===== config.mk =====
export PLATFORM = sky130hd
export DESIGN_NAME = decoder_rr_arbiter
export DESIGN_NICKNAME = d
export VERILOG_FILES = /design/src/rtl/decoder_rr_arbiter_pkg.sv /design/src/rtl/decoder_rr_arbiter_decoder.sv /design/src/rtl/decoder_rr_arbiter.sv
export SDC_FILE = /design/constraint.sdc
export NUM_CORES = 1
export LEC_CHECK = 0
export CAP_MARGIN = 10
export CORE_AREA = 10 10 47 49
export CTS_CLUSTER_DIAMETER = 150
export CTS_CLUSTER_SIZE = 25
export DETAILED_ROUTE_END_ITERATION = 8
export DIE_AREA = 0 0 57 59
export GPL_ROUTABILITY_DRIVEN = 0
export PLACE_DENSITY = 0.71
export SYNTH_ARGS = -nofsm -noshare
export SYNTH_HDL_FRONTEND = slang
export SYNTH_HIERARCHICAL = 1
export SYNTH_SLANG_ARGS = --single-unit

===== constraint.sdc =====
create_clock -name clk -period 2.5 [get_ports clk]
set_clock_uncertainty 0.1 [all_clocks]
set_input_delay 0.75 -clock clk [delete_from_list [all_inputs] [get_ports clk]]
set_output_delay 0.75 -clock clk [all_outputs]
set_load 0.05 [all_outputs]

===== src/rtl/decoder_rr_arbiter_pkg.sv =====
// rtl/decoder_rr_arbiter_pkg.sv - shared types for the round-robin grant arbiter
package decoder_rr_arbiter_pkg;

  typedef enum logic {
    ARB_IDLE  = 1'b0,
    ARB_GRANT = 1'b1
  } arb_state_e;

endpackage


===== src/rtl/decoder_rr_arbiter_decoder.sv =====
// rtl/decoder_rr_arbiter_decoder.sv - enabled binary-to-one-hot decoder
module decoder_rr_arbiter_decoder #(
  parameter int IP_WIDTH = 2
) (
  input  logic                     en,
  input  logic [IP_WIDTH-1:0]      a,
  output logic [(1<<IP_WIDTH)-1:0] op
);

  always_comb begin
    op = '0;
    if (en) op[a] = 1'b1;
  end

endmodule


===== src/rtl/decoder_rr_arbiter.sv =====
// rtl/decoder_rr_arbiter.sv - round-robin arbiter driving a one-hot grant through the decoder
module decoder_rr_arbiter
  import decoder_rr_arbiter_pkg::*;
#(
  parameter int IP_WIDTH = 2,
  parameter int MAX_HOLD = 16
) (
  input  logic                     clk,
  input  logic                     rst,
  input  logic [(1<<IP_WIDTH)-1:0] req,
  output logic [(1<<IP_WIDTH)-1:0] gnt,
  output logic [IP_WIDTH-1:0]      gnt_idx,
  output logic                     gnt_valid
);

  localparam int N         = 1 << IP_WIDTH;
  localparam int HW        = (MAX_HOLD == 0) ? 1 : $clog2(MAX_HOLD + 1);
  localparam int HOLD_LAST = (MAX_HOLD == 0) ? 0 : MAX_HOLD - 1;

  arb_state_e          state, state_n;
  logic [IP_WIDTH-1:0] idx_n, last_ptr, last_ptr_n;
  logic [HW-1:0]       hold_cnt, hold_cnt_n;
  logic                release_now;
  logic                pick_found;
  logic [IP_WIDTH-1:0] pick_idx, pick_base;

  // First set bit of r scanning base, base+1, ... modulo N
  function automatic logic [IP_WIDTH:0] circ_pick(input logic [N-1:0] r,
                                                  input logic [IP_WIDTH-1:0] base);
    logic                found;
    logic [IP_WIDTH-1:0] sel, cand;
    found = 1'b0;
    sel   = '0;
    for (int i = 0; i < N; i++) begin
      cand = base + IP_WIDTH'(i);
      if (!found && r[cand]) begin
        found = 1'b1;
        sel   = cand;
      end
    end
    return {found, sel};
  endfunction

  // Owner is scanned last, so any other requester wins the handover
  assign pick_base = (state == ARB_GRANT) ? gnt_idx + 1'b1 : last_ptr + 1'b1;
  assign {pick_found, pick_idx} = circ_pick(req, pick_base);

  assign release_now = !req[gnt_idx] ||
                       ((MAX_HOLD != 0) && (hold_cnt == HW'(HOLD_LAST)));

  always_comb begin
    state_n    = state;
    idx_n      = gnt_idx;
    last_ptr_n = last_ptr;
    hold_cnt_n = hold_cnt;
    case (state)
      ARB_IDLE: begin
        if (pick_found) begin
          state_n    = ARB_GRANT;
          idx_n      = pick_idx;
          hold_cnt_n = '0;
        end
      end
      ARB_GRANT: begin
        if (release_now) begin
          last_ptr_n = gnt_idx;
          hold_cnt_n = '0;
          if (pick_found) begin
            idx_n = pick_idx;
          end else begin
            state_n = ARB_IDLE;
          end
        end else if (MAX_HOLD != 0) begin
          hold_cnt_n = hold_cnt + 1'b1;
        end
      end
      default: state_n = ARB_IDLE;
    endcase
  end

  always_ff @(posedge clk) begin
    if (rst) begin
      state    <= ARB_IDLE;
      gnt_idx  <= '0;
      last_ptr <= IP_WIDTH'(N - 1);
      hold_cnt <= '0;
    end else begin
      state    <= state_n;
      gnt_idx  <= idx_n;
      last_ptr <= last_ptr_n;
      hold_cnt <= hold_cnt_n;
    end
  end

  assign gnt_valid = (state == ARB_GRANT);

  decoder_rr_arbiter_decoder #(
    .IP_WIDTH(IP_WIDTH)
  ) u_decoder (
    .en(gnt_valid),
    .a (gnt_idx),
    .op(gnt)
  );

endmodule


=== After elaboration in Yosys (flattened, before gate mapping) ===
Index checks and enable logic that the tools add are counted.

* Register bits after elaboration: 10
* Input bits: 6
* Output and inout bits: 7
* Word-level logic and storage cells: 61

* Add/sub/neg operators: 6
* Order comparisons: 6
* Equality and inequality tests: 3
* Mux-type cells: 31
* Bitwise logic cells: 1
* Reductions and logical operators: 10

{| class="wikitable"
|+ Operator list
! operator !! number
|-
| < comparator 2 x 3 -> 1 bit (second input constant) || 5
|-
| two-way mux 2 bit || 7
|-
| two-way mux 1 bit || 12
|-
| binary-select mux 1 bit (select 2 bit) || 5
|-
| two-way mux 5 bit || 2
|-
| case mux 5 bit (2 select lines) || 1
|-
| adder 2 x 1 -> 2 bit (second input constant) || 3
|-
| adder 5 x 1 -> 5 bit (second input constant) || 1
|-
| == test 5 x 4 -> 1 bit (second input constant) || 1
|-
| adder 2 bit (second input constant) || 2
|-
| logical AND 1 bit || 4
|-
| logical NOT 1 bit || 4
|-
| two-way mux 4 bit || 1
|-
| case mux 2 bit (2 select lines) || 1
|-
| demux 1 bit (select 2 bit) || 1
|-
| >= comparator 2 x 1 -> 1 bit (second input constant) || 1
|-
| inequality test 2 x 1 -> 1 bit (second input constant) || 1
|-
| inequality test 2 bit (second input constant) || 1
|-
| case mux 1 bit (2 select lines) || 1
|-
| AND reduction 2 bit || 1
|-
| logical OR 1 bit || 1
|-
| inverter 1 bit || 1
|}

=== Depth between registers and ports, before layout ===
Gate-level depths: netlist of the first run.

* Word-level depth: 17
* Depth in mapped cells: 7

=== Cells and area by module ===
The synthesis of the first run kept the hierarchy.

{| class="wikitable"
|+ By module, submodules not included
! module !! times used !! cells each !! area each (um^2)
|-
| decoder_rr_arbiter || 1 || 62 || 549.3
|-
| decoder_rr_arbiter_decoder || 1 || 4 || 37.5
|}

=== Worst setup path after synthesis of the first run ===
OpenSTA, ideal clock, no wires.

* Path type: register to output
* Start point: register state (netlist: gnt_valid)
* End point: output port gnt[0]
* Arrival: 1.540 ns
* Slack: 0.110 ns
* Stages on the path, launching flop included: 2
* Cell sequence: dfxtp_1 > nor3b_2

* Longest elaborated chain between the ends: 1

{| class="wikitable"
|+ RTL lines
! what !! RTL line !! source
|-
| start: declaration || decoder_rr_arbiter.sv:20 || <nowiki>arb_state_e state, state_n;</nowiki>
|-
| start signal: assignment || decoder_rr_arbiter.sv:88 || <nowiki>state <= state_n;</nowiki>
|-
| two-way mux 4 bit || decoder_rr_arbiter_decoder.sv:12 || <nowiki>if (en) op[a] = 1'b1;</nowiki>
|-
| end: declaration || decoder_rr_arbiter.sv:11 || <nowiki>output logic [(1<<IP_WIDTH)-1:0] gnt,</nowiki>
|}

Every way passes these cells.

=== Worst setup path in the final report of the first run ===
* Start point: input port req[2]
* End point: register hold_cnt[1]

* Longest elaborated chain between the ends: 13
* Elaborated cells between the ends (all ways): 25
* Those cells by class: eq/ne: 1; mux: 16; reduce/logical: 8

{| class="wikitable"
|+ RTL lines
! what !! RTL line !! source
|-
| start: declaration || decoder_rr_arbiter.sv:10 || <nowiki>input logic [(1<<IP_WIDTH)-1:0] req,</nowiki>
|-
| binary-select mux 1 bit (select 2 bit) || decoder_rr_arbiter.sv:36 || <nowiki>if (!found && r[cand]) begin</nowiki>
|-
| two-way mux 1 bit (implied by the code) || decoder_rr_arbiter.sv:36 ||
|-
| two-way mux 1 bit || decoder_rr_arbiter.sv:36 ||
|-
| logical NOT 1 bit || decoder_rr_arbiter.sv:36 ||
|-
| logical AND 1 bit || decoder_rr_arbiter.sv:36 ||
|-
| two-way mux 1 bit || decoder_rr_arbiter.sv:36 ||
|-
| logical NOT 1 bit || decoder_rr_arbiter.sv:36 ||
|-
| logical AND 1 bit || decoder_rr_arbiter.sv:36 ||
|-
| two-way mux 1 bit || decoder_rr_arbiter.sv:36 ||
|-
| logical NOT 1 bit || decoder_rr_arbiter.sv:36 ||
|-
| logical AND 1 bit || decoder_rr_arbiter.sv:36 ||
|-
| two-way mux 1 bit || decoder_rr_arbiter.sv:36 ||
|-
| inequality test 2 bit (no source line) || - ||
|-
| end signal: assignment || decoder_rr_arbiter.sv:91 || <nowiki>hold_cnt <= hold_cnt_n;</nowiki>
|-
| end: declaration || decoder_rr_arbiter.sv:22 || <nowiki>logic [HW-1:0] hold_cnt, hold_cnt_n;</nowiki>
|}

Several ways; a longest one is shown, not always the timed one. The select of a mux whose other input is x is not followed.
A chain may end at the register's enable or synchronous reset.

==> results of run 1 <==
[cell families after synthesis]
| logic type | share of synthesized area, % |
|---|---|
| multiplexers | 14.29 |
| buffers and inverters | 2.558 |
| adder cells (fa/ha/maj) | 4.264 |
| AND/OR/NAND/NOR | 28.15 |
| AO/OA/AOI/OAI | 16.63 |
| flip-flops | 34.11 |
[worst reg2reg max path, delay by kind of cell (launching register included)]
kind	cells	cell delay (ns)
adders and majority gates	2	0.41
DFF	1	0.34
AOI/OAI and AO/OA	1	0.16
and+or+nand+nor	4	0.99
[state kept, by name (all words and copies together), names as in the netlist]
name and count:
hold_cnt 5, gnt_idx 2, last_ptr 2, gnt_valid 1
[Yosys cell counts (all sizes together) (2+ instances only)]
cell / count
a21oi: 5
nor3: 3
nand2: 3
inv: 3
mux2i: 5
nand3: 3
dfxtp: 10
nor2: 8
ha: 2
a311oi: 2
and3b: 2
and3: 2
[worst paths after layout]
check / from / to / slack (ns) / cells after the start
setup reg to reg: hold_cnt[0]$_SDFFE_PP0P_ / hold_cnt[3]$_SDFFE_PP0P_ / 0.43 / 7
hold reg to reg: hold_cnt[4]$_SDFFE_PP0P_ / hold_cnt[4]$_SDFFE_PP0P_ / 0.40 / 2
hold / removal: hold_cnt[4]$_SDFFE_PP0P_ / hold_cnt[4]$_SDFFE_PP0P_ / 0.40 / 2
setup / recovery: req[2] / hold_cnt[1]$_SDFFE_PP0P_ / 0.27 / 5
[stage by stage]
stage                     total power [W]  setup slack [ns]  cells  utilization, %  hold slack [ns]
after CTS                       0.0004753            0.2909    105           56.79           0.4020
after detailed placement        0.0003651          0.005361    102           55.18           0.3919
after floorplan                 0.0003015            0.1096     66               -           0.3558
after global placement          0.0003609           0.04582    102           55.18           0.3711
final                           0.0004670            0.2704    105           56.79           0.4003
after global routing            0.0004958            0.1911    105           56.79           0.4228
[power by group]
part	internal (W)	switching, W
Sequential	0.000172	0.0000217
Combinational	0.0000736	0.0000934
Clock	0.0000554	0.0000511
[area by class of cell]
| class | count | share of cell area (%) |
|---|---|---|
| Clock buffer | 3 | 2.830 |
| Tap cell | 16 | 2.516 |
| Sequential cell | 10 | 25.16 |
| Inverter | 3 | 1.415 |
| Multi-Input combinational cell | 52 | 46.70 |
| Timing Repair Buffer | 21 | 21.38 |
[routing by layer]
layer  share of wire (%)  up-vias
li1                    -      296
met1                  46      266
met2                  50        4
met3                 2.1        2
met4                 1.2        0
met5                   0        -
==> impl_results.md, run 1 <==
* Final setup vio count at 0
* Final slew viol count at 0
* Grt ovf at 0
* Post-Syn Nets at 74
* P_leak at between 0.3 and 0.4 nW
* Crit-path cells: clkdlybuf4s50_1 -> mux4_2 -> and2_0 -> a22oi_1 -> nor2_1
* H-tree depth at 1
* Num ports at 13
* Register area share after synthesis at about 34%
* Largest net degree at the start of global routing at 14
* Clock Tree Root: clkbuf_4
* CP Data Required Time at about 2.5 ns
* Max Clock Freq at between 0.4 and 0.5 GHz
* Layout fillers at 140
* Area of the multi-input gates at around 370 um^2
* Yosys top cell by area: dfxtp_1
* Met2 usage at around 16%
* Clk buf depth at 2
* Post-Syn Instances at between 60 and 70
* Max transition margin at a little under three quarters
* Worst slew pin tran at 0.4084 ns
* Core Area at 1401 um^2
* GR met3 Demand/Resource at under 10%
* DR DRC count at 0
* Post-route cell area at a little under 800 um^2
* Placed cell area at 773.2 um^2
* Final worst path period share at 89.18%
* Worst-skew pair later-pin latency at roughly 0.26 ns
* Storage cell area at 200.2 um^2
* First-pass GRT wire length at around 2.6 mm
* Peak VDD IR at ~360 uV
* Via count of the first global-routing pass at between 500 and 600
* Starting Density at around two fifths
* Gr busiest metal: met2
* Setup crit end kind: flop
* Final nets at 99
* Layout cells sized above 1 at 26.97%
* Hold Buf Count CTS at 0
* Die width at approximately 57 um
* Seq cells post-synth at 10
* Met1 Usage GRT at between 10% and 20%
* Num rows at 14
* Port Buf Inserts at 12
* Async set-reset flop share out of synthesis at 0%
* Final Critical Period at 2.230 ns
* Final Hold Fails at 0
* Worst path bufs/invs at 1
* Critical path's slowest cell: mux4_2
* Outcome: finished, final reports clean
* Kind of critical path: in2reg
* Drt initial violations at 6
* Antenna-violating nets left at 0
* Average cell area after synthesis at ~9 um^2
* CTS Buf Count at 3
* Top_reg_cell synth: dfxtp_1
* Routed wire length at 1.432 mm
* CTS tree: done
* Post-DP HPWL at about 1.1 mm
* Die area at between 3000 and 4000 um^2
* WL per Instance at between 10 and 15 um
* Setup_tns at 0 ns
* Worst hold path type: reg2reg
* Unrepaired setup endpoints after global routing: no
* Worst Setup Start Kind: primary input
* CP top delay family: multiplexers
* Initial antenna violation count at 0
* Number of diodes at 0
* Slowest cell delay on critical path at ~0.52 ns
* Power Dens Cells at ~590 nW/um^2
* Crit-path max FO at 6
* Die Y-Extent at ~59 um
* Yosys top cell area share at around 34%
* Vias per cell at 5.410
* Vias post-DR at approximately 570
* Number of flops mapped to enable cells by yosys at 0
* Synth-to-Final Area Change at 35.61%
* Post-CTS sizing at 0
* Post-Synthesis Cell Area at just under 600 um^2
* Distinct cells, synth at 32
* YS warnings at 6
* All-Layer GR Usage at under 10%
* Most frequent cells in the layout: buf_4, dfxtp_1, nor2_1
* TritonCTS sink count at 10
* Post-CTS Setup Inserts at 0
* Synth area leaders: dfxtp_1, mux2i_1, nor2_1
* Clock-pin slew on the worst setup and hold paths at roughly 0.060 ns
* Arrival @ worst endpoint at between 2 and 2.5 ns
* Pre-antenna DRT Iters at 3
* Max cap viols at 0
* Commonest non-fill, non-tap cell in the layout: buf_4
Note: power is estimated with default switching activity, not from simulation.
==> inputs of run 2 (changes only) <==
--- a/config.mk
+++ b/config.mk
@@ -13,6 +13,7 @@
 export DIE_AREA = 0 0 57 59
 export GPL_ROUTABILITY_DRIVEN = 0
 export PLACE_DENSITY = 0.71
+export REMOVE_ABC_BUFFERS = 1
 export SYNTH_ARGS = -nofsm -noshare
 export SYNTH_HDL_FRONTEND = slang
 export SYNTH_HIERARCHICAL = 1
==> run 2 against run 1 <==
- register-to-register slack got worse by 0.02 ns
- non-clock buffer count decreased by 1
- final cell count is the same
- total power is 9.3% higher
- global-route usage down 0.22 points
- first-iteration DRC count rose by 130%
- largest power group unchanged
- critical path depth unchanged
==> impl_results.md, run 2 (synthesis results as in run 1) <==
* Outcome: finished, final reports clean (unchanged)
* Most flops, register: hold_cnt (unchanged)
* Clk buf depth at 2 (unchanged)
* Port Buf Inserts at 12 (unchanged)
* Final nets at 98 (was 99)
* Worst-skew pair later-pin latency at 0.28 ns (was 0.26 ns)
* Final Hold Fails at 0 (unchanged)
* Die width at 57 um (unchanged)
* Storage cell area at 200.2 um^2 (unchanged)
* Comb power frac at 32.4% (was 35.7%)
* Worst slew pin tran at 0.4747 ns (was 0.4084 ns)
* Grt ovf at 0 (unchanged)
* TritonCTS sink count at 10 (unchanged)
* Clock-pin slew on the worst setup and hold paths at 0.07 ns (was 0.06 ns)
* Sequential Power Share at 37.6% (was 41.5%)
* Final worst path period share at 89.45% (was 89.18%)
* Hold Buf Count CTS at 0 (unchanged)
* Largest net degree at the start of global routing at 14 (unchanged)
* All-Layer GR Usage at 9.178% (was 9.402%)
* Number of diodes at 0 (unchanged)
* Synth-to-Final Area Change at 36.67% (was 35.61%)
* Placed cell area at 765.7 um^2 (was 773.2 um^2)
* Initial antenna violation count at 0 (unchanged)
* Antenna-violating nets left at 0 (unchanged)
* Sw Ratio at 34.83% (was 35.57%)
* Most frequent cells in the layout: buf_4, dfxtp_1, nor2_1 (unchanged)
* Num rows at 14 (unchanged)
* Post-route cell area at 802.0 um^2 (was 795.8 um^2)
* Worst Setup Start Kind: primary input (unchanged)
* Placed cell count at 101 (was 102)
* Commonest non-fill, non-tap cell in the layout: buf_4 (unchanged)
* Layout cells sized above 1 at 26.97% (unchanged)
* H-tree depth at 1 (unchanged)
* First-pass GRT wire length at 2.525 mm (was 2.566 mm)
* Peak VDD IR at 337.0 uV (was 361.2 uV)
* Power Internal at 0.0003326 W (was 0.0003009 W)
* Die area at 3363 um^2 (unchanged)
* Starting Density at 41.88% (unchanged)
* Clock power frac at 30.0% (was 22.8%)
* Via count of the first global-routing pass at 564 (was 559)
* Die Y-Extent at 59 um (unchanged)
* Sw Pwr at 0.0001778 W (was 0.0001661 W)
* WL per Instance at 13.71 um (was 13.64 um)
* Final setup vio count at 0 (unchanged)
* Final slew viol count at 0 (unchanged)
* Vias post-DR at 586 (was 568)
* Total power at 0.0005104 W (was 0.0004670 W)
* Core Area at 1401 um^2 (unchanged)
* Num ports at 13 (unchanged)
* Regs by FF count: hold_cnt: 5 flops, gnt_idx: 2 flops, last_ptr: 2 flops (unchanged)
* Post-CTS Setup Inserts at 0 (unchanged)
* CP Data Required Time at 2.55 ns (was 2.54 ns)
* Max cap viols at 0 (unchanged)
* Largest register FFs at 5 (unchanged)
* Max Clock Freq at 0.4472 GHz (was 0.4485 GHz)
* CTS Buf Count at 3 (unchanged)
* Vias per cell at 5.581 (was 5.410)
* Drt initial violations at 14 (was 6)
* DR DRC count at 0 (unchanged)
* Max transition margin at 67.45% (was 71.99%)
* CTS tree: done (unchanged)
* Area of the multi-input gates at 371.6 um^2 (unchanged)
* Unrepaired setup endpoints after global routing: no (unchanged)
* Power Dens Cells at 636.4 nW/um^2 (was 586.9 nW/um^2)
* Routed wire length at 1.440 mm (was 1.432 mm)
* Setup crit end kind: flop (unchanged)
* Crit-path max FO at 6 (unchanged)
* Final non-filler cell total at 105 (unchanged)
* Kind of critical path: in2reg (unchanged)
* Clock Tree Root: clkbuf_4 (unchanged)
* P_leak at 0.3371 nW (was 0.3347 nW)
* Arrival @ worst endpoint at 2.29 ns (was 2.27 ns)
* Final Critical Period at 2.236 ns (was 2.230 ns)
* Layout fillers at 140 (unchanged)
* Post-DP HPWL at 1.078 mm (was 1.138 mm)
* Pre-antenna DRT Iters at 4 (was 3)
* Final core utilization at 57.23% (was 56.79%)
* Setup_tns at 0 ns (unchanged)
* Post-CTS sizing at 0 (unchanged)
* Worst hold path type: reg2reg (unchanged)
run 2: final timing paths:
check                           startpoint                       end  depth (start not counted)  slack [ns]
setup / recovery                    req[1]  hold_cnt[1]$_SDFFE_PP0P_                          5        0.26
hold / removal    hold_cnt[4]$_SDFFE_PP0P_  hold_cnt[4]$_SDFFE_PP0P_                          2        0.40
setup reg to reg  hold_cnt[0]$_SDFFE_PP0P_  hold_cnt[3]$_SDFFE_PP0P_                          7        0.41
hold reg to reg   hold_cnt[4]$_SDFFE_PP0P_  hold_cnt[4]$_SDFFE_PP0P_                          2        0.40
run 2: final cells by class:
type	count	share of cell area (%)
well taps	16	2.496
inverters	3	1.404
repair buffers	20	20.28
multi-input cells	52	46.33
flip-flops and latches	10	24.96
clock buffers	4	4.524
run 2: metrics by stage:
stage | setup WS [ns] | hold WS [ns]
floorplan | 0.1096 | 0.3519
global placement | 0.008320 | 0.3686
CTS | 0.2609 | 0.4016
finish | 0.2637 | 0.3987
detailed placement | -0.01613 | 0.3819
global route | 0.1552 | 0.4280
run 2: critical path, stage by stage:
cell             delay, ns
clkdlybuf4s50_1       0.47
mux4_2                0.53
and2_0                0.25
a22oi_1               0.22
nor2_1                0.05
run 2: metal layers:
layer,vias up,share of wire (%),GRT usage (%)
met2,20,48,14.42
met3,5,6.0,2.361
li1,295,-,-
met5,-,0,0
met1,266,44,11.12
met4,0,2.0,5.034
run 2: power groups by stage:
stage / clock network [W] / registers [W] / logic (W)
finish: 0.000153 / 0.000192 / 0.000165
global route: 0.000162 / 0.000196 / 0.000179
CTS: 0.000155 / 0.000193 / 0.000166
detailed placement: 0 / 0.000197 / 0.000165
global placement: 0 / 0.000195 / 0.000163
floorplan: 0 / 0.000212 / 0.0000873
==> inputs of run 3 (changes only) <==
--- a/config.mk
+++ b/config.mk
@@ -12,6 +12,7 @@
 export DETAILED_ROUTE_END_ITERATION = 8
 export DIE_AREA = 0 0 57 59
 export GPL_ROUTABILITY_DRIVEN = 0
+export GPL_TIMING_DRIVEN = 0
 export PLACE_DENSITY = 0.71
 export REMOVE_ABC_BUFFERS = 1
 export SYNTH_ARGS = -nofsm -noshare
==> run 3 against run 2 <==
- setup slack got worse by 0.14 ns
- sequential cell count stayed put
- worst hold slack improved by 0.0034 ns
- total power shrank 6.3%
- routed wire length fell by 15%
- sequential share of layout area increased by 1.7 points
- sequential power about the same
- via count shrank 9.2%
- clock power fell by 8%
- highest routed layer is now met3
==> impl_results.md, run 3 (synthesis results as in run 1) <==
* Outcome: finished, final reports clean (unchanged)
* Commonest non-fill, non-tap cell in the layout: dfxtp_1 (was buf_4)
* Largest net degree at the start of global routing at 14 (unchanged)
* Placed cell count at 93 (was 101)
* Clk buf depth at 2 (unchanged)
* Vias post-DR at 532 (was 586)
* Setup crit end kind: output port (was flop)
* H-tree depth at 1 (unchanged)
* Final Hold Fails at 0 (unchanged)
* Initial antenna violation count at 0 (unchanged)
* Num ports at 13 (unchanged)
* DR DRC count at 0 (unchanged)
* Routed wire length at 1.230 mm (was 1.440 mm)
* Hold Buf Count CTS at 0 (unchanged)
* Unrepaired setup endpoints after global routing: yes (was no)
* CTS tree: done (unchanged)
* Total power at 0.0004782 W (was 0.0005104 W)
* Grt ovf at 0 (unchanged)
* Worst-skew pair later-pin latency at 0.26 ns (was 0.28 ns)
* Final nets at 90 (was 98)
* Vias per cell at 5.485 (was 5.581)
* Worst hold path type: reg2reg (unchanged)
* Synth-to-Final Area Change at 28.14% (was 36.67%)
* Port Buf Inserts at 12 (unchanged)
* Gr busiest metal: met2 (unchanged)
* Peak VDD IR at 355.6 uV (was 337.0 uV)
* Most flops, register: hold_cnt (unchanged)
* Final Critical Period at 2.378 ns (was 2.236 ns)
* Layout cells sized above 1 at 13.58% (was 26.97%)
* Pre-antenna DRT Iters at 4 (unchanged)
* Antenna-violating nets left at 0 (unchanged)
* P_leak at 0.3021 nW (was 0.3371 nW)
* Final setup vio count at 0 (unchanged)
* WL per Instance at 12.68 um (was 13.71 um)
* Regs by FF count: hold_cnt: 5 flops, gnt_idx: 2 flops, last_ptr: 2 flops (unchanged)
* Max transition margin at 66.30% (was 67.45%)
* Arrival @ worst endpoint at 1.53 ns (was 2.29 ns)
* Max cap viols at 0 (unchanged)
* Crit-path cells: and3b_1 -> dlygate4sd2_1 (was clkdlybuf4s50_1 -> mux4_2 -> and2_0 -> a22oi_1 -> nor2_1)
* Core Area at 1401 um^2 (unchanged)
* Most frequent cells in the layout: dfxtp_1, nor2_1, a21oi_1, mux2i_1, clkdlybuf4s50_1 (was buf_4, dfxtp_1, nor2_1)
* CP top delay family: flip-flops (was multiplexers)
* Crit-path max FO at 11 (was 6)
* All-Layer GR Usage at 8.073% (was 9.178%)
* Starting Density at 41.88% (unchanged)
* Critical path's slowest cell: dfxtp_1 (was mux4_2)
* Worst path bufs/invs at 1 (unchanged)
* Met1 Usage GRT at 9.255% (was 11.12%)
* Final non-filler cell total at 97 (was 105)
* Clock Tree Root: clkbuf_4 (unchanged)
* Number of diodes at 0 (unchanged)
* Post-DP HPWL at 966 um (was 1.078 mm)
* First-pass GRT wire length at 2.194 mm (was 2.525 mm)
* Kind of critical path: reg2out (was in2reg)
* Worst Setup Start Kind: flop (was primary input)
* Clock-pin slew on the worst setup and hold paths at 0.06 ns (was 0.07 ns)
* Drt initial violations at 12 (was 14)
* Max Clock Freq at 0.4206 GHz (was 0.4472 GHz)
* Worst slew pin tran at 0.5009 ns (was 0.4747 ns)
* Power Dens Cells at 635.9 nW/um^2 (was 636.4 nW/um^2)
* Met2 usage at 12.25% (was 14.42%)
* CTS Buf Count at 3 (unchanged)
* Die Y-Extent at 59 um (unchanged)
* Slowest cell delay on critical path at 0.54 ns (was 0.53 ns)
* Num rows at 14 (unchanged)
* Via count of the first global-routing pass at 485 (was 564)
* Die width at 57 um (unchanged)
* Largest register FFs at 5 (unchanged)
* TritonCTS sink count at 10 (unchanged)
* Post-CTS Setup Inserts at 0 (unchanged)
* Final slew viol count at 0 (unchanged)
* CP Data Required Time at 1.65 ns (was 2.55 ns)
* Die area at 3363 um^2 (unchanged)
* GR met3 Demand/Resource at 5.150% (was 2.361%)
* Final worst path period share at 95.11% (was 89.45%)
## run 3: cell count changes in the layout (fill, tap and decap cells not counted)
cell,previous run,this run
buf_4,15,0
clkbuf_2,0,1
clkdlybuf4s15_1,0,2
dlygate4sd2_1,0,4
nor2b_1,1,0
nor2b_2,0,1
## run 3: area by class of cell
class                      instances  area [um^2]
timing repair buffer              12        110.1
tap                               16        20.02
sequential                        10        200.2
clock buffer                       4        36.28
inverter                           3        11.26
fill                             138        649.4
multi-input combinational         52        374.1
## run 3: path summary, 6_finish.rpt
kind | from | endpoint | slack, ns | depth (start not counted)
max | gnt_valid$_SDFF_PP0_ | gnt[2] | 0.12 | 2
min | hold_cnt[3]$_SDFFE_PP0P_ | hold_cnt[3]$_SDFFE_PP0P_ | 0.40 | 2
max reg2reg | hold_cnt[0]$_SDFFE_PP0P_ | hold_cnt[3]$_SDFFE_PP0P_ | 0.44 | 7
min reg2reg | hold_cnt[3]$_SDFFE_PP0P_ | hold_cnt[3]$_SDFFE_PP0P_ | 0.40 | 2
## run 3: per-layer routing
metal | share of wire [%] | wire, um
met1 | 46 | 560
met2 | 48 | 587
met4 | 0 | 0
met5 | 0 | 0
met3 | 6.7 | 82
## run 3: worst reg2reg max path, cell delays in order (launching register included)
cell,delay [ns]
dfxtp_1,0.33
ha_1,0.23
and3_1,0.19
ha_1,0.19
and2b_1,0.24
nand2_2,0.07
or4_1,0.49
a31oi_1,0.17
## run 3: timing repair
item	CTS	global route
hold endpoints to repair	0	0
endpoints found under the setup margin	7	4
gates cloned	0	0
gates resized for setup	7	5
## run 3: report_power, final
part | total (W) | switching (W) | internal [W]
clock network | 0.000140 | 0.0000520 | 0.0000883
logic | 0.000146 | 0.0000888 | 0.0000573
registers | 0.000192 | 0.0000200 | 0.000172
total | 0.000478 | 0.000161 | 0.000317
## run 3: stage by stage
step           setup slack, ns  utilization, %  hold WS [ns]  instance area, um^2   TNS (ns)
4_1_cts                0.07944           53.57        0.4058                750.7          0
3_3_place_gp           -0.1350           51.61        0.3780                723.2    -0.3862
6_report                0.1223           53.66        0.4021                752.0          0
2_1_floorplan           0.1096               -        0.3519                583.1          0
5_1_grt              -0.003962           53.66        0.4412                752.0  -0.007302
3_5_place_dp           -0.1940           51.61        0.3931                723.2    -0.6612
